**config.mk**
```make
export PLATFORM = sky130hd
export DESIGN_NAME = pulse_train_sequencer
export DESIGN_NICKNAME = d
export VERILOG_FILES = /design/src/rtl/pulse_train_sequencer.sv
export SDC_FILE = /design/constraint.sdc
export NUM_CORES = 1
export LEC_CHECK = 0
export CAP_MARGIN = 0
export CORE_MARGIN = 4
export CORE_UTILIZATION = 46
export CTS_BUF_LIST = sky130_fd_sc_hd__clkbuf_16
export CTS_CLUSTER_SIZE = 12
export DETAILED_ROUTE_END_ITERATION = 10
export PLACE_DENSITY = 0.71
export SLEW_MARGIN = 5
export SYNTH_ARGS = -nofsm -noshare
export SYNTH_HDL_FRONTEND = slang
export SYNTH_SLANG_ARGS = --single-unit
```
**constraint.sdc**
```tcl
create_clock -name clk -period 9.3 [get_ports clk]
set_clock_uncertainty 0.1 [all_clocks]
set_input_delay 1.395 -clock clk [delete_from_list [all_inputs] [get_ports clk]]
set_output_delay 1.395 -clock clk [all_outputs]
set_load 0.03 [all_outputs]
```
**src/rtl/pulse_train_sequencer.sv**
```systemverilog
// ---------------------------------------------------------------------------
// pulse_train_sequencer
//
// Time-shared pulse/delay scheduler. Walks channels 0..N_CH-1 in order; each
// channel drives its output high for a pulse phase and then low for a delay
// phase. A phase with value V and multiplier M lasts V*(M+1) clocks, and
// V=0 lasts exactly one clock with the output low. The per-channel durations
// and multipliers live in an internal config bank that can only be written
// while the block is idle.
//
// Optional feature: define PTS_LOOP_EN to add the `loop` input. With loop=1
// at the end of the last channel's delay, the train restarts from channel 0
// right after DONE instead of returning to IDLE.
//
// Ports:
//   clk, rst_n     clock, asynchronous active-low reset
//   start          single-cycle request to begin a train (ignored when busy)
//   abort          synchronous stop, returns to IDLE, highest priority
//   loop           (PTS_LOOP_EN only) repeat the train
//   cfg_we         config write strobe
//   cfg_ch         channel index being written
//   cfg_sel        field: 0=duration 1=delay 2=pulse mult 3=delay mult
//   cfg_data       write data (multipliers use the low MULT_W bits)
//   cfg_rej        one-cycle pulse, the write one cycle earlier was discarded
//   ch_out         registered channel outputs
//   cur_ch         active channel index
//   busy           high in every state except IDLE
//   end_flg        one-cycle pulse while in DONE
// ---------------------------------------------------------------------------
module pulse_train_sequencer #(
    parameter int N_CH   = 16,
    parameter int CNT_W  = 17,
    parameter int MULT_W = 5
) (
    input  logic              clk,
    input  logic              rst_n,
    input  logic              start,
    input  logic              abort,
`ifdef PTS_LOOP_EN
    input  logic              loop,
`endif
    input  logic              cfg_we,
    input  logic [3:0]        cfg_ch,
    input  logic [1:0]        cfg_sel,
    input  logic [CNT_W-1:0]  cfg_data,
    output logic              cfg_rej,
    output logic [N_CH-1:0]   ch_out,
    output logic [3:0]        cur_ch,
    output logic              busy,
    output logic              end_flg
);

    localparam int CH_W = (N_CH > 1) ? $clog2(N_CH) : 1;

    typedef enum logic [1:0] {IDLE, PULSE, DELAY, DONE} state_t;

    state_t                        state, state_d;
    logic [CH_W-1:0]               ch, ch_d;
    logic [MULT_W-1:0]             pre;
    logic [CNT_W-1:0]              cnt;

    logic [N_CH-1:0][CNT_W-1:0]    dur, dly;
    logic [N_CH-1:0][MULT_W-1:0]   pm, dm;

    logic [N_CH-1:0]               ch_out_d;
    logic [CNT_W-1:0]              v, nxt_dur;
    logic [MULT_W-1:0]             m;
    logic                          cfg_ok, cfg_bad, tick, expire, active;
`ifdef PTS_LOOP_EN
    logic                          loop_pend, loop_d;
`endif

    // Writes land only in IDLE and only for channels that exist.
    assign cfg_ok  = cfg_we && (state == IDLE) && ({1'b0, cfg_ch} < 5'(N_CH));
    assign cfg_bad = cfg_we && !cfg_ok;

    // ---------------- config bank ----------------
    always_ff @(posedge clk or negedge rst_n) begin
        if (!rst_n) begin
            dur <= '0;
            dly <= '0;
            pm  <= '0;
            dm  <= '0;
        end else if (cfg_ok) begin
            case (cfg_sel)
                2'd0:    dur[cfg_ch[CH_W-1:0]] <= cfg_data;
                2'd1:    dly[cfg_ch[CH_W-1:0]] <= cfg_data;
                2'd2:    pm[cfg_ch[CH_W-1:0]]  <= cfg_data[MULT_W-1:0];
                default: dm[cfg_ch[CH_W-1:0]]  <= cfg_data[MULT_W-1:0];
            endcase
        end
    end

    // ---------------- phase timing ----------------
    always_comb begin
        active = (state == PULSE) || (state == DELAY);
        if (state == PULSE) begin
            v = dur[ch];
            m = pm[ch];
        end else begin
            v = dly[ch];
            m = dm[ch];
        end
        tick   = (pre == m);
        // Expires on the tick that brings the tick count up to V; V=0 is a
        // single-clock phase.
        expire = active && ((v == '0) || (tick && (cnt == v - CNT_W'(1))));
    end

    // ---------------- next state / outputs ----------------
    always_comb begin
        state_d  = state;
        ch_d     = ch;
        ch_out_d = '0;
        nxt_dur  = '0;
`ifdef PTS_LOOP_EN
        loop_d   = loop_pend;
`endif
        case (state)
            IDLE: begin
                if (start) begin
                    state_d = PULSE;
                    ch_d    = '0;
                end
            end
            PULSE: begin
                if (expire) state_d = DELAY;
            end
            DELAY: begin
                if (expire) begin
                    if (ch == CH_W'(N_CH - 1)) begin
                        state_d = DONE;
`ifdef PTS_LOOP_EN
                        loop_d  = loop;
`endif
                    end else begin
                        state_d = PULSE;
                        ch_d    = ch + CH_W'(1);
                    end
                end
            end
            default: begin // DONE
`ifdef PTS_LOOP_EN
                if (loop_pend) begin
                    state_d = PULSE;
                    ch_d    = '0;
                end else begin
                    state_d = IDLE;
                end
`else
                state_d = IDLE;
`endif
            end
        endcase

        if (abort) begin
            state_d = IDLE;
`ifdef PTS_LOOP_EN
            loop_d  = 1'b0;
`endif
        end

        // A write issued together with start commits on the same edge the
        // train begins, so forward it to decide channel 0's first output.
        nxt_dur = dur[ch_d];
        if (cfg_ok && (cfg_sel == 2'd0) && (cfg_ch[CH_W-1:0] == ch_d))
            nxt_dur = cfg_data;

        if ((state_d == PULSE) && (nxt_dur != '0))
            ch_out_d[ch_d] = 1'b1;
    end

    always_ff @(posedge clk or negedge rst_n) begin
        if (!rst_n) begin
            state   <= IDLE;
            ch      <= '0;
            pre     <= '0;
            cnt     <= '0;
            ch_out  <= '0;
            cfg_rej <= 1'b0;
`ifdef PTS_LOOP_EN
            loop_pend <= 1'b0;
`endif
        end else begin
            state   <= state_d;
            ch      <= ch_d;
            ch_out  <= ch_out_d;
            cfg_rej <= cfg_bad;
`ifdef PTS_LOOP_EN
            loop_pend <= loop_d;
`endif
            // Every phase boundary is a state change, so counters restart
            // whenever the state moves or we are outside a timed phase.
            if ((state_d != state) || !active) begin
                pre <= '0;
                cnt <= '0;
            end else if (tick) begin
                pre <= '0;
                cnt <= cnt + CNT_W'(1);
            end else begin
                pre <= pre + MULT_W'(1);
            end
        end
    end

    assign busy    = (state != IDLE);
    assign end_flg = (state == DONE);
    assign cur_ch  = 4'(ch);

endmodule

```
==> reports/results.ini <==
[setup_path]
cpMaxStageDelayCell = dfrtp_4
cp.required_ns = 9.66
reg2reg_slack_ns = 1.11
path_cells = buf_4 -> mux4_2 -> mux4_2 -> mux2i_1 -> nand2_1 -> or4_1 -> nor3_2 -> or3_1 -> and4_1 -> a41oi_4 -> o211a_1 -> nor2_8 -> inv_2 -> o311a_1 -> o31ai_1 -> nor4b_1 -> and4_1 -> nor4_1
r2r-end = ch_out[15]
path_class = reg -> reg
reg2reg_depth = 18
arrival_ns = 8.55
cp_max_fo = 46
start_kind = flip-flop
critPathMaxStageDelay_ns = 1.03
r2r_start = cur_ch[2]
end_kind = flip-flop

[timing]
rsz0062_at_grt = false
min_period_over_period_pct = 88.0
finalHoldViolations = 0
finalMaxSlewViolations = 0
fin_setup_tns_ns = 0
setup_viol = 0
max_freq_ghz = 0.122
layout_setup_ws_ns = 1.11
finalCriticalPeriod_ns = 8.19
relSlewSlack_pct = 15.9
worst_slew_pin_slew_ns = 1.26

[clock_network]
cts_hold_buf = 0
cts_resized = 0
cts_sinks = 749
clock_latency_ns = 0.65
numCtsBuffers = 80
cts_htree_levels = 3
cts_buffer_depth = 3
cts_root_buf = clkbuf_16
cts_setup_buffers = 0
cts_tree = built
clk_pin_slew_worst_paths_ns = 0.06

[final_layout]
final_common_cell = dfrtp_1
syn_to_final_growth_pct = 10.4
fin_nets = 2670
final_cell_mix = dfrtp_1, mux2_2, mux4_2
drive_above_1_share_pct = 40.7
stdcell_count = 3737

[die]
die-area_sq_um = 84400
fp.dieW_um = 291
rows = 103
start_util_pct = 46.5
ios = 51
chipHeight_um = 291
core_area_sq_um = 79000

[global_routing]
gr-total-overflow = 0
grt_max_degree = 167
grt_pass1_wl_um = 171000
antenna_found_initial = 4
grt_use_total_pct = 26.9
first_global_vias = 25100

[hold_path]
min-delay-start = dly[78]
hold_path_end = dly[78]
worstHoldPathType = reg -> reg
min_delay_path_depth = 1

[logic_synthesis]
synth_edf_count = 0
synth_nets = 2683
syn_avg_cell_area_sq_um = 13.9
synthFlopType = dfrtp_1
syn-cell-area_sq_um = 36700
ys_ff_latch = 749
yosys_warnings = 0
postSynthCellCount = 2647
synth-async-reset-ratio_pct = 100
synth_cell_types = 81
seq_area_frac_synth_pct = 51.0

[power]
p_leak_nw = 18.2
ir_worst_vdd_uv = 126
p_total_mw = 8.01
p_per_area_nw_per_um2 = 198

[placement]
port_buffers = 50
gp_congestion = 0.959
pre_cts_ws_ns = 1.27
hpwlAfterDp_um = 76100
place_inst = 3602

[routing]
vias = 24400
via_per_inst = 6.52
drt_iter0_drc = 2626
wl_um = 115000
wl_per_cell_um = 30.7
drtPass1Iterations = 7
ant_nets = 0
drc = 0

[status]
status = finished, final reports clean

[job]
drv_cap = 0

-- metal layers --
metal  up-vias  global-route usage [%]  share of wire, %  wire length (um)
met2      1158                    41.0                45             51900
met5         -                       0             0.024                27
met3       297                    6.48               9.0             10300
met1     13000                    36.9                41             46800
met4         4                    11.9               4.9              5620
li1       9919                       -                 -                 -
-- flip-flops by register name, indices dropped and copies added (netlist names) --
name,flops
cur_ch,4
cnt,17
state,2
pm,80
cfg_rej,1
dm,80
dly,272
pre,5
ch_out,16
dur,272
-- stage by stage --
step	hold WS, ns	cell area [sq um]	util [%]
finish	0.401	40500	51.3
global route	0.410	40500	51.3
floorplan	0.374	36700	-
global placement	0.381	38200	48.4
CTS	0.401	40500	51.3
detailed placement	0.387	38200	48.4
-- layout make-up --
class / count / area [sq um]
antenna: 1 / 2.50
timing repair buffer: 113 / 1030
clock buffer: 82 / 2050
multi-input combinational: 1672 / 17000
sequential: 749 / 18800
inverter: 18 / 67.6
tap: 1050 / 1310
fill: 6498 / 38500
clock inverter: 52 / 288
-- synthesized netlist by cell type, types with 11 or more instances --
cell | n | area share (%)
a21oi_1 | 27 | 0.37
a22oi_1 | 16 | 0.33
and3_1 | 15 | 0.26
buf_2 | 24 | 0.33
buf_6 | 11 | 0.34
clkbuf_1 | 153 | 1.6
dfrtp_1 | 749 | 51
inv_1 | 12 | 0.12
mux2_2 | 714 | 22
mux2i_1 | 75 | 2.0
mux4_2 | 171 | 10
nand2_1 | 103 | 1.1
nand2b_1 | 15 | 0.26
nand3_1 | 62 | 0.84
nand4_1 | 21 | 0.36
nor2_1 | 88 | 0.90
nor3_1 | 30 | 0.41
nor4_1 | 57 | 0.97
o21ai_0 | 25 | 0.34
o22ai_1 | 14 | 0.24
o31ai_1 | 12 | 0.25
or3_1 | 17 | 0.29
xnor2_1 | 17 | 0.41
xor2_1 | 24 | 0.57
-- cell families after synthesis --
logic type | after synthesis | synth area share [%]
flops | 749 | 51.0
mux | 964 | 34.6
simple gates | 476 | 6.83
buf+inv | 226 | 2.72
xor+xnor | 41 | 0.978
compound gates | 183 | 3.57
fa+ha+maj | 8 | 0.273
-- power by group --
part / internal (mW) / switching, mW
clock: 1.59 / 1.33
sequential: 3.63 / 0.289
combinational: 0.561 / 0.603
total: 5.79 / 2.23
-- worst max-delay path, delay by kind of cell (launching register included) --
family | cells | cell delay (ns)
multiplexers | 3 | 1.44
AND/OR/NAND/NOR | 9 | 2.96
buffers and inverters | 2 | 0.97
AO/OA/AOI/OAI | 4 | 1.36
flip-flops | 1 | 1.03
-- worst max-delay path by stage --
stage	start	end
after floorplan	cur_ch[0]	ch_out[2]
after global placement	cur_ch[2]	ch_out[2]
after detailed placement	cur_ch[0]	ch_out[15]
after CTS	cur_ch[2]	ch_out[15]
after global routing	cur_ch[0]	ch_out[15]
final	cur_ch[2]	ch_out[15]
No activity file was read; power rests on OpenSTA's default activity.
